[src/rtl/div_pkg.sv]
// Shared types and constants for the reciprocal / reciprocal-square-root sequencer.
package div_pkg;

   typedef enum logic [2:0] {
      OP_RCP  = 3'd0,
      OP_RCPL = 3'd1,
      OP_RCPH = 3'd2,
      OP_RSQ  = 3'd3,
      OP_RSQL = 3'd4,
      OP_RSQH = 3'd5,
      OP_MOV  = 3'd6
   } div_op_e;

   typedef enum logic [1:0] {
      ST_IDLE = 2'd0,
      ST_NORM = 2'd1,
      ST_ROM  = 2'd2,
      ST_DONE = 2'd3
   } div_state_e;

   localparam logic [31:0] DIV_ZERO_RES = 32'h7FFF_FFFF;
   localparam logic [31:0] DIV_MIN_RES  = 32'hFFFF_0000;

   function automatic logic op_is_rom(input div_op_e op);
      return (op == OP_RCP) || (op == OP_RCPL) || (op == OP_RSQ) || (op == OP_RSQL);
   endfunction

   function automatic logic op_is_h(input div_op_e op);
      return (op == OP_RCPH) || (op == OP_RSQH);
   endfunction

   function automatic logic op_is_l(input div_op_e op);
      return (op == OP_RCPL) || (op == OP_RSQL);
   endfunction

   function automatic logic op_is_rsq(input div_op_e op);
      return (op == OP_RSQ) || (op == OP_RSQL) || (op == OP_RSQH);
   endfunction

endpackage

[src/rtl/div_norm.sv]
// Operand normalizer: magnitude, leading-zero count and ROM address.
module div_norm
   import div_pkg::*;
#(
   parameter int ROM_AW = 10
) (
   input  logic [31:0]       opnd_i,
   input  logic              rsq_i,
   output logic [4:0]        shift_o,
   output logic [ROM_AW-1:0] addr_o
);

   logic [31:0] abs_val;
   logic [8:0]  idx;

   always_comb begin
      abs_val = opnd_i[31] ? (~opnd_i + 32'd1) : opnd_i;
      // Highest set bit wins; an all-zero magnitude saturates to 31.
      shift_o = 5'd31;
      for (int b = 0; b < 32; b++) begin
         if (abs_val[b]) shift_o = 5'(31 - b);
      end
      idx = 9'((abs_val << shift_o) >> 22);
      addr_o = '0;
      addr_o[ROM_AW-1] = rsq_i;
      addr_o[8:0] = rsq_i ? {idx[8:1], shift_o[0]} : idx;
   end

endmodule

[src/rtl/div_ctl.sv]
// Reciprocal / rsqrt ROM sequencer with double-precision H/L state.
// DIV_RSQ_EN: compiles in the RSQ table path; otherwise RSQ ops run as RCP.
module div_ctl
   import div_pkg::*;
#(
   parameter int ROM_AW = 10,
   parameter int ROM_DW = 16
) (
   input  logic              CLK,
   input  logic              Reset,
   input  logic              Stall,
   input  logic              DivReq,
   input  logic [2:0]        DivOp,
   input  logic [15:0]       DivSrc,
   output logic              DivBusy,
   output logic              RunClk,
   output logic [ROM_AW-1:0] RomAddr,
   input  logic [ROM_DW-1:0] RomData,
   output logic              DivOutVld,
   output logic [15:0]       DivOut
);

   div_state_e  state_q, state_d;
   div_op_e     op_q;
   div_op_e     op_in;
   logic [15:0] src_q, in_hi_q, out_hi_q, out_q;
   logic        dpend_q;
   logic        run_clk, accept, rsq;
   logic [31:0] opnd, rom_mant, rom_res;
   logic [4:0]  shift, rsh;

   assign op_in  = div_op_e'(DivOp);
   assign accept = (state_q == ST_IDLE) && DivReq && !Stall;

`ifdef DIV_RSQ_EN
   assign rsq = op_is_rsq(op_q);
`else
   assign rsq = 1'b0;
`endif

   // An L op only pairs with a pending H; otherwise it is single precision.
   assign opnd = (op_is_l(op_q) && dpend_q) ? {in_hi_q, src_q} : {{16{src_q[15]}}, src_q};

   div_norm #(.ROM_AW(ROM_AW)) u_norm (
      .opnd_i  (opnd),
      .rsq_i   (rsq),
      .shift_o (shift),
      .addr_o  (RomAddr)
   );

   always_comb begin
      rom_mant = 32'({1'b1, RomData}) << (30 - ROM_DW);
      rsh      = 5'd31 - shift;
      if (rsq) rsh = rsh >> 1;
      rom_res  = rom_mant >> rsh;
      if (opnd[31]) rom_res = ~rom_res;
      if (opnd == 32'd0)             rom_res = DIV_ZERO_RES;
      else if (opnd == 32'h8000_0000) rom_res = DIV_MIN_RES;
   end

   always_comb begin
      state_d = state_q;
      run_clk = 1'b0;
      if (!Stall) begin
         case (state_q)
            ST_IDLE: if (DivReq) state_d = op_is_rom(op_in) ? ST_NORM : ST_DONE;
            ST_NORM: begin
               state_d = ST_ROM;
               run_clk = 1'b1;
            end
            ST_ROM:  state_d = ST_DONE;
            ST_DONE: state_d = ST_IDLE;
            default: state_d = ST_IDLE;
         endcase
      end
   end

   always_ff @(posedge CLK) begin
      if (Reset) state_q <= ST_IDLE;
      else       state_q <= state_d;
   end

   always_ff @(posedge CLK) begin
      if (Reset) begin
         op_q     <= OP_RCP;
         src_q    <= '0;
         in_hi_q  <= '0;
         out_hi_q <= '0;
         out_q    <= '0;
         dpend_q  <= 1'b0;
      end else if (accept) begin
         op_q  <= op_in;
         src_q <= DivSrc;
         if (op_is_h(op_in)) begin
            in_hi_q <= DivSrc;
            dpend_q <= 1'b1;
            out_q   <= out_hi_q;
         end else if (!op_is_rom(op_in)) begin
            out_q <= DivSrc;
         end
      end else if ((state_q == ST_ROM) && !Stall) begin
         out_q    <= rom_res[15:0];
         out_hi_q <= rom_res[31:16];
         dpend_q  <= 1'b0;
      end
   end

   assign DivBusy   = (state_q != ST_IDLE);
   assign DivOutVld = (state_q == ST_DONE);
   assign RunClk    = run_clk;
   assign DivOut    = out_q;

endmodule

[config.mk]
export PLATFORM = sky130hd
export DESIGN_NAME = div_ctl
export DESIGN_NICKNAME = d
export VERILOG_FILES = /design/src/rtl/div_pkg.sv /design/src/rtl/div_norm.sv /design/src/rtl/div_ctl.sv
export SDC_FILE = /design/constraint.sdc
export NUM_CORES = 1
export LEC_CHECK = 0
export ABC_CLOCK_PERIOD_IN_PS = 7400
export BUFFER_PORTS_ARGS = -buffer_cell sky130_fd_sc_hd__buf_4
export CAP_MARGIN = 20
export CORE_UTILIZATION = 65
export DETAILED_ROUTE_END_ITERATION = 7
export PLACE_DENSITY = 0.83
export SETUP_SLACK_MARGIN = 0.2
export SYNTH_ARGS = -nofsm -noshare
export SYNTH_HDL_FRONTEND = slang
export SYNTH_SLANG_ARGS = --single-unit
[constraint.sdc]
create_clock -name CLK -period 7.4 [get_ports CLK]
set_clock_uncertainty 0.1 [all_clocks]
set_input_delay 0 -clock CLK [delete_from_list [all_inputs] [get_ports CLK]]
set_output_delay 0 -clock CLK [all_outputs]
set_load 0.02 [all_outputs]
==> metrics.md, run 1 <==
| Metric | Value |
|---|---|
| Pre-antenna DRT Iters | 5 |
| Layout cells sized above 1 | 0.147 |
| Overflow after GRT | 0 |
| Depth of the most critical reg-to-reg path | 16 |
| H-tree levels | 3 |
| Slew Viols, Final | 0 |
| Syn. warnings | 0 |
| FMAX | ~160 MHz |
| Post-CTS sizing | 0 |
| Deepest clock path buffer count | 2 |
| Number of global-route vias before repair | about 8300 |
| Syn Nets | 1191 |
| Arr. time, crit path | about 6.3 ns |
| First-pass GRT wire length | ~45000 um |
| Cell Count, Final, Fillers Out | approximately 1300 |
| Met2 Resource Use GR | 0.646 |
| Dpl cells | between 1000 and 1500 |
| Crit path max-delay family | compound AO/OA/AOI/OAI gates |
| Hold slack | around 0.057 ns |
| Die height | about 110 um |
| Met1 usage | 0.614 |
| CP Depth | 16 |
| Worst path bufs/invs | 3 |
| Synth top area cells | dfxtp_1 17%, mux2i_1 10%, nand2_1 7.8%, a21oi_1 6.0%, nor2_1 5.3% |
| Synth-to-Final Area Change | 11.7% |
| Post-route setup TNS | 0 ns |
| Final Critical Period | about 6.4 ns |
| Hold crit path type | input port to flip-flop |
| Ports | 68 |
| Status | completed |
| DR iter-0 viols | 1642 |
| RSZ-0062 raised after global routing | no |
| Worst hold path depth | 5 |
| Slew Limit Headroom | 0.248 |
| # port buffers | 66 |
| Initial antenna violation count | 0 |
| Crit end category | output pin |
| # diodes | 0 |
| CTS tree | built |
| Crit-path cells | inv_1, ha_1, nor4b_2, nand4_1, a2111oi_0, o21ai_0, a21oi_1, o21bai_1, a21o_1, buf_4, mux2i_1, a21oi_1, mux2_2, mux2i_1, a221o_1, buf_4 |
| Most common cell after layout, fill and taps aside | nand2_1 |
| Final setup vio count | 0 |
| Xor and xnor area share after synthesis | 0.0407 |
| DIE WIDTH | 114 um |
| Most used DFF post-synth | dfxtp_1 |
| Async set-or-reset flop fraction in the synthesized netlist | 0 |
| Busiest grt layer | met2 |
| CP peak stage delay | around 0.67 ns |
| NumNets Final | 1209 |
| Post-route ant nets | 0 |
| Initial Util | 0.672 |
| Combinational family with the most area after synthesis | compound AO/OA/AOI/OAI gates |
| Largest net degree at the start of global routing | 64 |
| Row count | 40 |
| Critical-path top delay cell | a21oi_1 |
| Critical Path Start Type | flip-flop |
| Setup Fix Bufs, Post-CTS | 0 |
| Syn Inst Count | roughly 1100 |
| Largest fanout on the critical path | 29 |
| Total track usage | 0.440 |
| PD cells | around 270 mW/mm^2 |
| Syn Std Cell Area | ~0.0081 sq mm |
| Max-Cap Viols | 0 |
| Dpl cell area | approximately 0.0085 sq mm |
| DPL Wire Length | 20200 um |
| Clock Tree Root | clkbuf_16 |
| Share of the synthesized area in the top cell type | 0.173 |
| DP Worst Slack | ~1.3 ns |
| Number of synthesized flops with an enable pin | 0 |
| Least-Margin Pin Slew | 1.12 ns |
| Post-Synth Adder-Cell Area | 0.00926 |
| Vias per cell | a little over 7 |
| Clock-pin slew of the registers on the worst-case setup and hold paths | 0.06 ns |
| Fin. Hold Viols | 0 |
| Total number of vias | roughly 9500 |
| Mux share of post-synthesis cell area | 0.132 |
| Synth Area in Simple Gates | 0.263 |
| Total power draw | 2.48 mW |
| Die area | ~0.013 sq mm |
| Crit path required time | 7.30 ns |
| Core region area | between 0.01 and 0.015 sq mm |
| Lkg Pwr | 3.42 nW |
| Syn avg cell area | just over 7 sq um |
| Met3 Use GR | 0.115 |
| Maximum vdd drop | just over 200 uV |
| Routability-driven placement congestion ratio | 0.975 |
| Routed len/inst | 21.5 um |
| Flops & latches, synth | 70 |
| Sequential fraction of the synthesis area | 0.173 |
| Residual DRC count | 0 |
| Post-layout util | 0.751 |
| Crit Path Category | flip-flop to output pin |
| Final period util | 0.868 |
| Finished Cell Area | between 0.009 and 0.01 sq mm |
| Setup ws final | 0.980 ns |
| WL final | roughly 29000 um |
| Most frequent cells in the layout | 169 x nand2_1, 113 x nor2_1, 97 x a21oi_1 |
| Compound-cell area share of the yosys netlist | 0.317 |
| Leading area contributor after synthesis | dfxtp_1 |
| CTS sink cnt | 70 |
| Num CTS Buffers | 9 |
| Clock Latency Late Sink | 0.35 ns |
| Synth cell types | 99 |
## path summary, 6_finish.rpt
| kind | slack [ns] | startpoint | to |
|---|---|---|---|
| min reg2reg | 0.40 | out_hi_q[0] | out_hi_q[0] |
| max | 0.98 | src_q[0] | RomAddr[8] |
| max reg2reg | 1.10 | src_q[0] | DivOut[11] |
| min | 0.06 | DivReq | state_q[0] |
## cell usage after synthesis, types with 8 or more instances
cell	number
nand2_1	169
nor2_1	115
a21oi_1	98
mux2i_1	81
dfxtp_1	70
o21ai_0	65
clkbuf_1	62
a211oi_1	29
nor3_1	29
xnor2_1	27
nand3_1	25
mux2_2	22
inv_1	19
or3_1	16
a31oi_1	15
buf_2	15
nand2b_1	13
nor4_1	13
o211ai_1	13
a22oi_1	10
o22ai_1	10
nor2b_1	9
o32ai_1	9
a21o_1	8
a221oi_1	8
and2_1	8
and3_1	8
## report_power, final
part           switching [mW]  internal [mW]  leakage [nW]  total, mW
Sequential             0.0366          0.404         0.569      0.441
Combinational           0.962          0.571          2.69       1.53
Clock                   0.171          0.339         0.166      0.510
## flip-flops by register name (all words and copies together) (netlist names)
| register | flops |
|---|---|
| op_q | 3 |
| dpend_q | 1 |
| DivOut | 16 |
| src_q | 16 |
| out_hi_q | 16 |
| state_q | 2 |
| in_hi_q | 16 |
## repair_timing
action | 4_1_cts | 5_1_grt
setup endpoints to repair | 0 | 0
hold endpoints to repair | 37 | 0
hold buffers | 20 | 0
## per-layer routing
layer / up-vias / routed length [um]
met5: - / 21
met4: 2 / 1150
met3: 96 / 3930
met2: 759 / 12000
met1: 4336 / 11700
li1: 4286 / -
## cell type report
type | count | area, sq um
clock buffers | 11 | 243
clock inverters | 5 | 106
fillers | 943 | 3010
inverters | 19 | 71.3
multi-input cells | 962 | 6210
flip-flops and latches | 70 | 1400
well taps | 168 | 210
repair buffers | 102 | 816
## kinds of logic after synthesis
family	count (synthesis)
adder cells (fa/ha/maj)	6
buffers and inverters	114
other	1
multiplexers	104
flip-flops	70
AO/OA/AOI/OAI	367
AND/OR/NAND/NOR	448
XOR/XNOR	36
## worst min-delay path: stages
cell      delay (ns)
buf_4           0.12
inv_1           0.05
a21oi_1         0.10
nor2_1          0.10
a211oi_1        0.06
Note: power is estimated with default switching activity, not from simulation.
==> inputs of run 2 (changes only) <==
CORE_UTILIZATION = 57   (was 65)
PLACE_DENSITY = 0.74   (was 0.83)
==> metrics.md, run 2 (same netlist as run 1, synthesis figures left out) <==
| Metric | Value |
|---|---|
| Clock-pin slew of the registers on the worst-case setup and hold paths | 0.05 ns (was 0.06 ns) |
| DPL Wire Length | 20300 um (was 20200 um) |
| Critical Path Start Type | flip-flop (unchanged) |
| Residual DRC count | 0 (unchanged) |
| CTS tree | built (unchanged) |
| Most frequent cells in the layout | 169 x nand2_1, 113 x nor2_1, 97 x a21oi_1 (unchanged) |
| Ports | 68 (unchanged) |
| Worst hold path depth | 5 (unchanged) |
| Slew Viols, Final | 0 (unchanged) |
| Crit path required time | 7.30 ns (about the same) |
| Crit-path cells | inv_1, ha_1, nor4b_2, nand4_1, a2111oi_0, o21ai_0, a21oi_1, o21bai_1, a21o_1, buf_4, mux2i_1, a22oi_1, a21o_1, mux2i_1, a221o_1, buf_4 (was inv_1, ha_1, nor4b_2, nand4_1, a2111oi_0, o21ai_0, a21oi_1, o21bai_1, a21o_1, buf_4, mux2i_1, a21oi_1, mux2_2, mux2i_1, a221o_1, buf_4) |
| Synth-to-Final Area Change | 11.4% (was 11.7%) |
| WL final | 27600 um (was 28800 um) |
| RSZ-0062 raised after global routing | no (unchanged) |
| Row count | 43 (was 40) |
| Worst path bufs/invs | 3 (unchanged) |
| Status | completed (unchanged) |
| Number of fill cells in the layout | 1272 (was 943) |
| Final Critical Period | 6.18 ns (was 6.42 ns) |
| Logic pwr share | 0.632 (was 0.617) |
| Fin. Hold Viols | 0 (unchanged) |
| Routed len/inst | 20.5 um (was 21.5 um) |
| Max-Cap Viols | 0 (unchanged) |
| Final setup vio count | 0 (unchanged) |
| CTS sink cnt | 70 (unchanged) |
| Initial antenna violation count | 0 (unchanged) |
| # diodes | 0 (unchanged) |
| Hold Startpoint | DivReq (unchanged) |
| Most common cell after layout, fill and taps aside | nand2_1 (unchanged) |
| Arr. time, crit path | 6.08 ns (was 6.32 ns) |
| Crit Path Category | flip-flop to output pin (unchanged) |
| Lkg Pwr | 3.41 nW (was 3.42 nW) |
| Depth of the most critical reg-to-reg path | 15 (was 16) |
| Pre-antenna DRT Iters | 7 (was 5) |
| Die area | 0.0147 sq mm (was 0.0129 sq mm) |
| Post-route ant nets | 0 (unchanged) |
| Total track usage | 0.369 (was 0.440) |
| Clock share of power | 0.187 (was 0.206) |
| Hold slack | 0.0454 ns (was 0.0566 ns) |
| Switching Share | 0.477 (was 0.471) |
| # port buffers | 66 (unchanged) |
| Dpl cell area | 0.00852 sq mm (was 0.00850 sq mm) |
| Routability-driven placement congestion ratio | 0.976 (was 0.975) |
| Crit path max-delay family | compound AO/OA/AOI/OAI gates (unchanged) |
| Sequential fraction of design power | 0.181 (was 0.177) |
| Internal | 1.27 mW (was 1.31 mW) |
| Least-Margin Pin Slew | 0.998 ns (was 1.12 ns) |
| Crit end category | output pin (unchanged) |
| NumNets Final | 1209 (unchanged) |
| Core region area | 0.0139 sq mm (was 0.0121 sq mm) |
| Deepest clock path buffer count | 2 (unchanged) |
| Final period util | 0.835 (was 0.868) |
| Largest net degree at the start of global routing | 64 (unchanged) |
| Hold EP | state_q[0] (unchanged) |
| Layout cells sized above 1 | 0.147 (unchanged) |
| Hold crit path type | input port to flip-flop (unchanged) |
| Slew Limit Headroom | 0.335 (was 0.248) |
| Die height | 121 um (was 114 um) |
| Overflow after GRT | 0 (unchanged) |
| Reg-to-Reg Start | src_q[0] (unchanged) |
| Clock Latency Late Sink | 0.33 ns (was 0.35 ns) |
| H-tree levels | 3 (unchanged) |
| PD cells | 269 mW/mm^2 (was 274 mW/mm^2) |
| Initial Util | 0.584 (was 0.672) |
| Critical-path top delay cell | a21oi_1 (unchanged) |
| DR iter-0 viols | 1435 (was 1642) |
| FMAX | 162 MHz (was 156 MHz) |
| R2r setup slk | 1.22 ns (was 1.10 ns) |
| Number of global-route vias before repair | 7803 (was 8253) |
| Finished Cell Area | 0.00903 sq mm (was 0.00905 sq mm) |
| Post-layout util | 0.651 (was 0.751) |
| Clock Tree Root | clkbuf_16 (unchanged) |
| P_sw | 1.16 mW (was 1.17 mW) |
| Post-route setup TNS | 0 ns (unchanged) |
| R2R Path End | DivOut[8] (was DivOut[11]) |
| Largest fanout on the critical path | 25 (was 29) |
| Maximum vdd drop | 164 uV (was 201 uV) |
| CP peak stage delay | 0.66 ns (was 0.67 ns) |
| First-pass GRT wire length | 42500 um (was 44700 um) |
| Total number of vias | 9192 (was 9479) |
| Vias per cell | 6.81 (was 7.09) |
| DIE WIDTH | 121 um (was 114 um) |
| Num CTS Buffers | 9 (unchanged) |
-- run 2: per-layer routing --
layer,vias to the layer above,global-route usage,wire length (um),part of all wire
met4,0,0.111,613,0.022
met1,4247,0.541,12000,0.43
met5,-,0,0,0
li1,4297,-,-,-
met2,603,0.544,12000,0.44
met3,45,0.0658,3010,0.11
-- run 2: cell type report --
type	count	area [sq um]	share of cell area
repair buffers	102	816	0.0903
clock buffers	10	229	0.0253
inverters	19	71.3	0.00789
clock inverters	6	86.3	0.00956
flip-flops and latches	70	1400	0.155
multi-input cells	962	6210	0.687
well taps	180	225	0.0249
-- run 2: power groups by stage --
stage	logic [mW]	registers (mW)	clock network (mW)
final	1.54	0.439	0.454
after CTS	1.49	0.437	0.455
after global routing	1.63	0.442	0.469
after global placement	1.47	0.444	0
after detailed placement	1.47	0.445	0
after floorplan	1.11	0.444	0
-- run 2: tightest hold or removal path, delay by kind of cell --
family          cells  cell delay, ns
simple gates        1            0.09
compound gates      2            0.17
buf+inv             2            0.16
-- run 2: timing repair --
item | in CTS | in global routing
hold endpoints to repair | 37 | 0
buffers inserted | 0 | 0
resized for setup | 0 | 0
hold buffers | 20 | 0
-- run 2: through the flow --
step	total power, mW	worst slack, ns	cells
after global routing	2.54	0.779	1349
after detailed placement	1.92	1.38	1313
after global placement	1.91	1.59	1313
final	2.43	1.22	1349
after CTS	2.38	1.37	1349
after floorplan	1.56	2.79	1146
-- run 2: how the worst max path moves through the flow --
stage                     startpoint          to  slack, ns  cells past startpoint
final                       src_q[0]  RomAddr[8]       1.22                     16
after floorplan             src_q[0]   DivOut[8]       2.79                     18
after detailed placement    src_q[0]   DivOut[8]       1.38                     16
after global placement      src_q[0]   DivOut[8]       1.59                     15
after global routing        src_q[0]   DivOut[8]       0.78                     16
after CTS                   src_q[0]   DivOut[8]       1.37                     15
